### config.mk
export PLATFORM = sky130hd
export DESIGN_NAME = booth_product_accumulator
export DESIGN_NICKNAME = d
export VERILOG_FILES = /design/src/rtl/booth_pkg.sv /design/src/rtl/booth_sat_add.sv /design/src/rtl/booth_product_accumulator.sv
export SDC_FILE = /design/constraint.sdc
export NUM_CORES = 1
export LEC_CHECK = 0
export BUFFER_PORTS_ARGS = -buffer_cell sky130_fd_sc_hd__buf_2
export CAP_MARGIN = 15
export CORE_MARGIN = 3
export CORE_UTILIZATION = 48
export CTS_CLUSTER_DIAMETER = 120
export DETAILED_ROUTE_END_ITERATION = 10
export PLACE_DENSITY = 0.79
export SYNTH_ARGS = -nofsm -noshare
export SYNTH_HDL_FRONTEND = slang
export SYNTH_SLANG_ARGS = --single-unit
### constraint.sdc
create_clock -name clk -period 3.6 [get_ports clk]
set_input_delay 0.72 -clock clk [delete_from_list [all_inputs] [get_ports clk]]
set_output_delay 0.72 -clock clk [all_outputs]
set_load 0.02 [all_outputs]
### src/rtl/booth_pkg.sv
// Shared widths, accumulator FSM states and clamp limits for the Booth product accumulator.
package booth_pkg;

  localparam int unsigned PROD_W_DEF = 32;
  localparam int unsigned ACC_W_DEF  = 40;

  typedef enum logic [1:0] {
    IDLE = 2'd0,
    ACC  = 2'd1,
    FULL = 2'd2
  } acc_state_e;

  localparam logic [ACC_W_DEF-1:0] ACC_MAX = {1'b0, {(ACC_W_DEF-1){1'b1}}};
  localparam logic [ACC_W_DEF-1:0] ACC_MIN = {1'b1, {(ACC_W_DEF-1){1'b0}}};

endpackage

### src/rtl/booth_sat_add.sv
// Combinational signed accumulate: acc + sign-extended product, with overflow flag and optional clamp.
module booth_sat_add #(
  parameter int unsigned PROD_W   = 32,
  parameter int unsigned ACC_W    = 40,
  parameter bit          SATURATE = 1'b1
) (
  input  logic [ACC_W-1:0]  i_acc,
  input  logic [PROD_W-1:0] i_prod,
  output logic [ACC_W-1:0]  o_sum_c,
  output logic              o_ovf_c
);

  localparam logic [ACC_W-1:0] W_MAX = {1'b0, {(ACC_W-1){1'b1}}};
  localparam logic [ACC_W-1:0] W_MIN = {1'b1, {(ACC_W-1){1'b0}}};

  logic [ACC_W:0] w_prod_ext;
  logic [ACC_W:0] w_sum;

  // One guard bit above ACC_W exposes signed overflow as a sign disagreement.
  assign w_prod_ext = {{(ACC_W+1-PROD_W){i_prod[PROD_W-1]}}, i_prod};
  assign w_sum      = {i_acc[ACC_W-1], i_acc} + w_prod_ext;
  assign o_ovf_c    = w_sum[ACC_W] ^ w_sum[ACC_W-1];

  always_comb begin
    o_sum_c = w_sum[ACC_W-1:0];
    if (SATURATE && o_ovf_c) begin
      o_sum_c = w_sum[ACC_W] ? W_MIN : W_MAX;
    end
  end

endmodule

### src/rtl/booth_product_accumulator.sv
// Groups the signed product stream into dot-product sums and hands one result per group downstream.
module booth_product_accumulator
  import booth_pkg::*;
#(
  parameter int unsigned PROD_W   = PROD_W_DEF,
  parameter int unsigned ACC_W    = ACC_W_DEF,
  parameter bit          SATURATE = 1'b1
) (
  input  logic              clk,
  input  logic              rst_n,
  input  logic              in_valid,
  output logic              in_ready,
  input  logic [PROD_W-1:0] in_prod,
  input  logic              in_last,
  output logic              out_valid,
  input  logic              out_ready,
  output logic [ACC_W-1:0]  out_data,
  output logic              out_ovf,
  output logic [15:0]       out_count
);

  acc_state_e       r_state,     w_state;
  logic [ACC_W-1:0] r_acc,       w_acc;
  logic [15:0]      r_cnt,       w_cnt;
  logic             r_ovf,       w_ovf_acc;
  logic [ACC_W-1:0] r_out_data,  w_out_data;
  logic             r_out_ovf,   w_out_ovf;
  logic [15:0]      r_out_count, w_out_count;

  logic [ACC_W-1:0] w_sum;
  logic             w_ovf;
  logic             w_accept;
  logic [15:0]      w_cnt_inc;

  booth_sat_add #(
    .PROD_W   (PROD_W),
    .ACC_W    (ACC_W),
    .SATURATE (SATURATE)
  ) u_sat_add (
    .i_acc   (r_acc),
    .i_prod  (in_prod),
    .o_sum_c (w_sum),
    .o_ovf_c (w_ovf)
  );

  assign out_valid = (r_state == FULL);
  assign in_ready  = !out_valid || out_ready;
  assign w_accept  = in_valid && in_ready;
  assign w_cnt_inc = (r_cnt == 16'hFFFF) ? r_cnt : r_cnt + 16'd1;

  assign out_data  = r_out_data;
  assign out_ovf   = r_out_ovf;
  assign out_count = r_out_count;

  always_ff @(posedge clk or negedge rst_n) begin
    if (!rst_n) begin
      r_state     <= IDLE;
      r_acc       <= '0;
      r_cnt       <= '0;
      r_ovf       <= 1'b0;
      r_out_data  <= '0;
      r_out_ovf   <= 1'b0;
      r_out_count <= '0;
    end else begin
      r_state     <= w_state;
      r_acc       <= w_acc;
      r_cnt       <= w_cnt;
      r_ovf       <= w_ovf_acc;
      r_out_data  <= w_out_data;
      r_out_ovf   <= w_out_ovf;
      r_out_count <= w_out_count;
    end
  end

  // Accumulator datapath and next state; a last beat always loads the result register.
  always_comb begin
    w_state     = r_state;
    w_acc       = r_acc;
    w_cnt       = r_cnt;
    w_ovf_acc   = r_ovf;
    w_out_data  = r_out_data;
    w_out_ovf   = r_out_ovf;
    w_out_count = r_out_count;

    if (w_accept && in_last) begin
      w_out_data  = w_sum;
      w_out_ovf   = r_ovf | w_ovf;
      w_out_count = w_cnt_inc;
      w_acc       = '0;
      w_cnt       = '0;
      w_ovf_acc   = 1'b0;
      w_state     = FULL;
    end else begin
      if (w_accept) begin
        w_acc     = w_sum;
        w_cnt     = w_cnt_inc;
        w_ovf_acc = r_ovf | w_ovf;
      end
      case (r_state)
        IDLE:    if (w_accept) w_state = ACC;
        ACC:     w_state = ACC;
        FULL:    if (out_ready) w_state = (w_cnt != 16'd0) ? ACC : IDLE;
        default: w_state = IDLE;
      endcase
    end
  end

endmodule

==> Flow_metrics.wiki, run 1 <==
{| class="wikitable"
! Metric !! Value
|-
| Placer Congestion || just under 1
|-
| Netlist cell types || 72
|-
| Port bufs || 95
|-
| Number of DRC violations after detailed routing || 0
|-
| Finished layout cell area || between 0.009 and 0.01 mm2
|-
| Number of storage elements in the synthesis netlist || 116
|-
| Clock slew at the register clock pins of the worst setup and hold paths || ~0.050 ns
|-
| Number of hold violations in the final report || 0
|-
| Area share of the leading cell type in the synthesized netlist || about two fifths
|-
| Adder and majority gate portion of the synthesized area || 8.21%
|-
| Yosys Warn Count || 0
|-
| Post-Synthesis Cell Area || ~0.0075 mm2
|-
| Number of optimization iterations in the first detailed-route pass || 5
|-
| Number of DRC markers in iteration 0 || between 500 and 600
|-
| Critical path startpoint category || register
|-
| Layout overhead on the synthesized area || 25.5%
|-
| Count of pins over their slew limit || 0
|-
| Mux cell area share after synthesis || about 3.3%
|-
| Yosys top cell by area || sky130_fd_sc_hd__dfrtp_1
|-
| Worst slack at placement || -0.117 ns
|-
| Max capacitance violation total || 0
|-
| Routed vias || 7,197
|-
| Final worst path period share || 92.3%
|-
| Number of CTS-inserted buffers || 17
|-
| Non-Filler Instances || roughly 1,200
|-
| DRT Wirelength || 22,300 um
|-
| Maximum fanout count along the critical path || 9
|-
| Cell count after synthesis || 848
|-
| Outcome || finished clean
|-
| Routed Antenna Nets || 0
|-
| Number of instances resized during post-cts repair || 0
|-
| Worst setup margin || about 0.28 ns
|-
| Compound-gate portion of the synthesized area || between 20% and 30%
|-
| Seq/Total Area, Yosys || approximately 39%
|-
| Syn_nets || 927
|-
| Post-synthesis area per instance || ~8.8 um2
|-
| Max Clock Skew || between 0.009 and 0.01 ns
|-
| Reg2Reg Launch Point || r_acc[9]
|-
| Maximum buffer depth of the clock tree || 2
|-
| Fraction of final layout cells with drive strength greater than 1 || around a quarter
|-
| R2r setup slk || ~0.28 ns
|-
| Flip-flop cell with the highest count after synthesis || sky130_fd_sc_hd__dfrtp_1
|-
| Clock Sinks || approximately 120
|-
| Slew headroom || between 30 and 40%
|-
| Most frequent cell after synthesis || sky130_fd_sc_hd__dfrtp_1
|-
| Crit Path Class || register to register
|-
| Post-synth EDFFs || 0
|-
| Required time of the worst setup path || roughly 4 ns
|-
| Clock latency at the later pin of the worst-skew pair || ~0.42 ns
|-
| Number of filler instances in the final layout || 1,315
|-
| Synth Area in XOR/XNOR || around 6.3%
|-
| Number of antenna violations at the first check in global routing || 0
|-
| Vias in the first global route || approximately 6,900
|-
| Simple-gate share of the synthesized area || around 18%
|-
| Global-route usage over all layers || a little over a quarter
|-
| Post-DR vias/cell || approximately 5.8
|-
| Kind of capture point of the worst setup path || register
|-
| Maximum number of pins on one net before global-route repair || 66
|-
| Setup violators final || 0
|-
| CTS HTree Levels || 4
|-
| Area of the die || ~0.017 mm2
|-
| Worst reg2reg path depth || 11
|-
| Wirelength per Cell || 18.0 um
|-
| HPWL after detailed placement || 16,300 um
|-
| Synth top area cells || sky130_fd_sc_hd__dfrtp_1 39%, sky130_fd_sc_hd__ha_1 6.8%, sky130_fd_sc_hd__nand2_1 5.8%, sky130_fd_sc_hd__o21ai_0 5.3%, sky130_fd_sc_hd__a21oi_1 3.7%
|-
| CTS tree || built
|-
| Path type of the worst min-delay path || primary input to async pin
|-
| Global-route wire length before repair || about 35,000 um
|-
| TNS Setup || 0 ns
|-
| Slew @ Worst Pin || ~0.91 ns
|-
| Critical path arrival || between 3 and 4 ns
|-
| Remaining global-route overflow || 0
|-
| Number of instances in the placed design || roughly 1,200
|-
| Power Dens Cells || roughly 900 mW/mm2
|-
| Unrepaired setup endpoints after global routing || false
|-
| List of most frequent post-synthesis cells || 116 x sky130_fd_sc_hd__dfrtp_1, 115 x sky130_fd_sc_hd__nand2_1, 79 x sky130_fd_sc_hd__o21ai_0, 70 x sky130_fd_sc_hd__nor2_1, 56 x sky130_fd_sc_hd__a21oi_1
|-
| Count of standard-cell rows || between 40 and 50
|-
| Net count of the finished layout || between 1,000 and 1,500
|-
| Main combinational cell family by area after synthesis || compound AO/OA/AOI/OAI gates
|-
| Initial Utilization || a little under 50%
|-
| Top Ports || between 90 and 100
|-
| Post-CTS Setup Inserts || 0
|-
| Share of synthesized registers carrying an async set or reset || 100%
|-
| Final Total Pwr || between 8 and 9 mW
|-
| Instance area after placement || roughly 0.009 mm2
|-
| Leakage || roughly 4.5 nW
|-
| Die outline width || about 130 um
|-
| Std-Cell Core Area || 0.0153 mm2
|-
| Final period demand of the worst path || approximately 3.3 ns
|-
| Terminus of the critical flop-to-flop path || out_data[35]
|-
| Vertical die dimension || between 100 and 150 um
|-
| Number of diodes || 0
|-
| Fmax || around 0.3 GHz
|-
| Hold-fix buffers, CTS || 0
|-
| Root buffer cell || sky130_fd_sc_hd__clkbuf_16
|-
| Worst voltage drop across the vdd grid || approximately 520 uV
|}
## where the power goes
part | total, mW | switching (mW) | internal (mW)
combinational | 4.74 | 2.70 | 2.04
sequential | 2.10 | 0.334 | 1.77
clock | 1.66 | 0.600 | 1.06
## worst max path at each step
stage	startpoint	end	slack, ns	depth (start not counted)
4_1_cts	r_acc[30]	out_data[37]	0.26	10
5_1_grt	r_acc[9]	out_data[35]	0.07	11
2_1_floorplan	in_prod[4]	out_data[15]	0.27	12
6_report	r_acc[9]	out_data[35]	0.28	11
3_5_place_dp	in_prod[0]	out_data[3]	-0.12	13
3_3_place_gp	in_prod[4]	out_data[17]	-0.07	12
## routing by layer
layer,vias up,wire [um],global-route usage (%)
met5,-,0,0
met4,0,624,9.62
met3,49,1560,5.28
met2,310,10100,40.9
met1,3449,9970,36.1
li1,3389,-,-
## critical path: stages (launching register included)
cell	delay [ns]
sky130_fd_sc_hd__dfrtp_1	0.42
sky130_fd_sc_hd__ha_1	0.38
sky130_fd_sc_hd__a21oi_1	0.23
sky130_fd_sc_hd__o21a_1	0.21
sky130_fd_sc_hd__o21ai_0	0.14
sky130_fd_sc_hd__a221oi_1	0.45
sky130_fd_sc_hd__a21oi_1	0.15
sky130_fd_sc_hd__a211o_1	0.42
sky130_fd_sc_hd__nand2_4	0.22
sky130_fd_sc_hd__buf_12	0.14
sky130_fd_sc_hd__o21ai_0	0.14
sky130_fd_sc_hd__mux2_2	0.30
## metrics by stage
step	util, %	hold slack (ns)
finish	61.7	0.334
global route	61.7	0.387
CTS	61.7	0.357
detailed placement	57.9	0.464
global placement	57.9	0.454
floorplan	-	0.424
## cells in the final DEF, fill, tap and decap left out, drive strengths merged, types with 3 or more instances in the layout
master / count
maj3: 8
nor3: 14
nor2b: 7
a21oi: 56
nand2: 116
o31ai: 8
a211oi: 5
xnor2: 26
nand3: 27
ha: 41
and3: 11
a21o: 13
nand2b: 6
nor3b: 3
a22o: 32
a31oi: 10
mux2: 16
mux2i: 7
dfrtp: 116
or2: 4
o21ai: 83
a211o: 3
or3: 3
and2: 4
o21a: 12
inv: 13
o22ai: 3
nand4: 14
o2111ai: 4
o21bai: 4
clkinv: 6
xor2: 28
nor2: 72
clkbuf: 22
buf: 197
nor4: 3
## flip-flops by register name (all words and copies together) (netlist names)
signal,cells
out_data,40
r_acc,40
out_count,16
r_cnt,16
r_state,2
out_ovf,1
r_ovf,1
## cell type report
class	count	area [um2]	share of cell area [%]
Clock buffer	22	474	5.04
Clock inverter	10	105	1.12
Inverter	13	48.8	0.518
Multi-Input combinational cell	671	4340	46.1
Sequential cell	116	2900	30.8
Tap cell	211	264	2.80
Timing Repair Buffer	197	1280	13.6
## kinds of logic (layout without fill, tap and decap cells)
kind of cell	after synthesis	count (layout)
flops	116	116
xor+xnor	54	54
compound gates	254	254
simple gates	290	290
mux	23	23
buf+inv	61	242
fa+ha+maj	50	50
(Power assumes the default switching activity.)
==> run 2: changes to the inputs <==
--- a/config.mk
+++ b/config.mk
@@ -7,6 +7,7 @@
 export LEC_CHECK = 0
 export BUFFER_PORTS_ARGS = -buffer_cell sky130_fd_sc_hd__buf_2
 export CAP_MARGIN = 15
+export CORE_ASPECT_RATIO = 1.2
 export CORE_MARGIN = 3
 export CORE_UTILIZATION = 48
 export CTS_CLUSTER_DIAMETER = 120
==> constraint.sdc (replaced) <==
create_clock -name clk -period 3.8 [get_ports clk]
set_input_delay 0.76 -clock clk [delete_from_list [all_inputs] [get_ports clk]]
set_output_delay 0.76 -clock clk [all_outputs]
set_load 0.02 [all_outputs]
==> run 2 against run 1 <==
- critical path depth is 1 higher
- sequential cell count did not move
- clock skew down 0.0012 ns
- hold slack improved by 0.10 ns
- sequential share of layout area rose by 0.80 points
- design area shrank 2.5%
- combinational power down 9.5%
- largest power group unchanged
==> Flow_metrics.wiki, run 2 (synthesis gave the netlist of run 1 again) <==
{| class="wikitable"
! Metric !! Value
|-
| Root buffer cell || sky130_fd_sc_hd__clkbuf_16
|-
| Clock slew at the register clock pins of the worst setup and hold paths || 0.06 ns (about the same)
|-
| Maximum buffer depth of the clock tree || 2 (unchanged)
|-
| Slew headroom || 42.0% (+2.3 points)
|-
| Fraction of final layout cells with drive strength greater than 1 || 22.6% (-3.0 points)
|-
| Initial Utilization || 49.5% (+0.37 points)
|-
| Vertical die dimension || 143 um (+9.1%)
|-
| Routed vias || 7,033 (-2.3%)
|-
| Final period demand of the worst path || between 3 and 4 ns
|-
| Leakage || 4.35 nW (-4.0%)
|-
| Number of antenna violations at the first check in global routing || 0 (unchanged)
|-
| Delay of the slowest critical-path stage || 0.46 ns (about the same)
|-
| Top Ports || 96 (unchanged)
|-
| Slew @ Worst Pin || 0.871 ns (-0.0346 ns)
|-
| Area taken by multi-input logic gates || 0.00434 mm2 (unchanged)
|-
| Wirelength per Cell || 18.4 um (+2.2%)
|-
| Routed met1 length || 9110 um (-8.6%)
|-
| Routed Antenna Nets || 0 (unchanged)
|-
| Crit Path Class || primary input to register
|-
| Net count of the finished layout || 1,054 (-3.7%)
|-
| HPWL after detailed placement || 16,200 um (-0.17%)
|-
| CTS tree || built
|-
| Highest Signal Layer || met4
|-
| Routed wire length on met2 || 11,000 um (+8.3%)
|-
| Path type of the worst min-delay path || primary input to async pin
|-
| Count of standard-cell rows || 49 (+8.9%)
|-
| Non-Filler Instances || 1,191 (-4.0%)
|-
| Setup violators final || 0 (unchanged)
|-
| Most common cell after layout, fill and taps aside || sky130_fd_sc_hd__dfrtp_1
|-
| DRT Wirelength || 21,900 um (-1.8%)
|-
| Number of DRC markers in iteration 0 || 587 (+1.4%)
|-
| Maximum number of pins on one net before global-route repair || 65 (-1.5%)
|-
| Final worst path period share || 91.2%
|-
| Area of the die || 0.0172 mm2 (about the same)
|-
| Global-route usage over all layers || 26.2% (+0.027 points)
|-
| Remaining global-route overflow || 0 (unchanged)
|-
| Post-DR vias/cell || 5.91 (+1.7%)
|-
| Hold slack || 0.435 ns (+0.101 ns)
|-
| Worst setup margin || 0.334 ns (+0.0582 ns)
|-
| Outcome || finished clean
|-
| Instance area after placement || 0.00853 mm2 (-3.4%)
|-
| Critical path startpoint category || primary input
|-
| Worst voltage drop across the vdd grid || 423 uV (-18%)
|-
| Vias in the first global route || 6,919 (+0.58%)
|-
| Maximum fanout count along the critical path || 7 (-2)
|-
| Post-CTS Setup Inserts || 0 (unchanged)
|-
| Kind of capture point of the worst setup path || register
|-
| Fmax || 0.289 GHz
|-
| Number of DRC violations after detailed routing || 0 (unchanged)
|-
| Std-Cell Core Area || 0.0151 mm2 (-0.75%)
|-
| Global-route wire length before repair || 35,900 um (+2.5%)
|-
| Top library cells by usage in the layout, fill and taps aside || 116 x sky130_fd_sc_hd__dfrtp_1, 113 x sky130_fd_sc_hd__nand2_1, 94 x sky130_fd_sc_hd__buf_2
|-
| Placer Congestion || 0.956 (-3.0%)
|-
| CTS HTree Levels || 4 (unchanged)
|-
| Number of instances resized during post-cts repair || 0 (unchanged)
|-
| Number of instances in the placed design || 1,160 (-4.0%)
|-
| Finished layout cell area || 0.00918 mm2 (-2.5%)
|-
| Worst slack at placement || -0.0665 ns (+0.0508 ns)
|-
| Number of CTS-inserted buffers || 17 (unchanged)
|-
| Number of filler instances in the final layout || 1,325 (+0.76%)
|-
| Clock Sinks || 116 (unchanged)
|-
| Number of optimization iterations in the first detailed-route pass || 5 (unchanged)
|-
| Count of pins over their slew limit || 0 (unchanged)
|-
| Max capacitance violation total || 0 (unchanged)
|-
| Critical path arrival || 3.77 ns (+0.14 ns)
|-
| Total met3 wirelength after detailed routing || 1230 um (-21%)
|-
| Number of hold violations in the final report || 0 (unchanged)
|-
| Die outline width || 120 um (-8.3%)
|-
| Number of diodes || 0 (unchanged)
|-
| Layout overhead on the synthesized area || 22.3%
|-
| Unrepaired setup endpoints after global routing || false
|-
| Max Clock Skew || 0.00779 ns (-0.00122 ns)
|-
| Hold-fix buffers, CTS || 0 (unchanged)
|-
| Clock latency at the later pin of the worst-skew pair || 0.43 ns (about the same)
|-
| Sequential cell area || 0.00290 mm2 (unchanged)
|-
| Power Dens Cells || 878 mW/mm2 (-2.9%)
|-
| Critical path, cell by cell || buf_2 > ha_1 > nand4_1 > nor3_1 > o311ai_2 > a31oi_2 > buf_4 > o22ai_1 > o31ai_2 > nor4bb_1 > o41ai_1 > mux2_2
|-
| Standard cell with the maximum stage delay on the critical path || sky130_fd_sc_hd__o31ai_2
|-
| Port bufs || 95 (unchanged)
|-
| Required time of the worst setup path || 4.11 ns (+0.21 ns)
|}
-- run 2: cell types whose count changed in the layout (fill, tap and decap cells not counted), sizes merged --
cell and change:
buf -41, clkbuf -4, clkinvlp +3, clkinv -4, bufinv +3, inv +1
-- run 2: report_power, final --
group          total [mW]  internal, mW  switching, mW
logic                4.29          1.80           2.49
registers            1.98          1.67          0.308
clock network        1.78          1.17          0.605
total                8.05          4.65           3.40
-- run 2: layout make-up --
class,count,share of cell area (%)
well taps,204,2.78
clock buffers,18,4.79
flip-flops and latches,116,31.6
multi-input cells,671,47.3
inverters,13,0.532
clock inverters,13,2.25
repair buffers,156,10.7
-- run 2: worst paths after layout --
path / start / end / slack, ns / cells after the start
max in group asynchronous: rst_n / r_acc[29] / 2.58 / 2
min in group clk: out_data[18] / out_data[18] / 0.47 / 2
setup / recovery: in_prod[8] / out_data[37] / 0.33 / 12
setup reg to reg: r_acc[8] / out_data[37] / 0.35 / 11
hold reg to reg: out_data[18] / out_data[18] / 0.47 / 2
hold / removal: rst_n / out_data[20] / 0.44 / 1
-- run 2: layer usage --
metal | GRT usage (%) | vias to the layer above
li1 | - | 3316
met1 | 33.2 | 3396
met2 | 44.9 | 273
met3 | 4.44 | 48
met4 | 10.4 | 0
met5 | 0 | -
-- run 2: per-stage QoR --
step | TNS [ns] | total power [mW] | utilization (%)
final | 0 | 8.05 | 60.6
after global placement | -0.0470 | 6.12 | 56.3
after CTS | 0 | 8.03 | 60.6
after global routing | 0 | 8.56 | 60.6
after floorplan | 0 | 4.73 | -
after detailed placement | -0.0757 | 6.21 | 56.3
-- run 2: critical path: cells and delay by family --
family,cells,cell delay [ns]
fa+ha+maj,1,0.40
simple gates,3,0.80
mux,1,0.27
buf+inv,2,0.29
compound gates,5,1.24
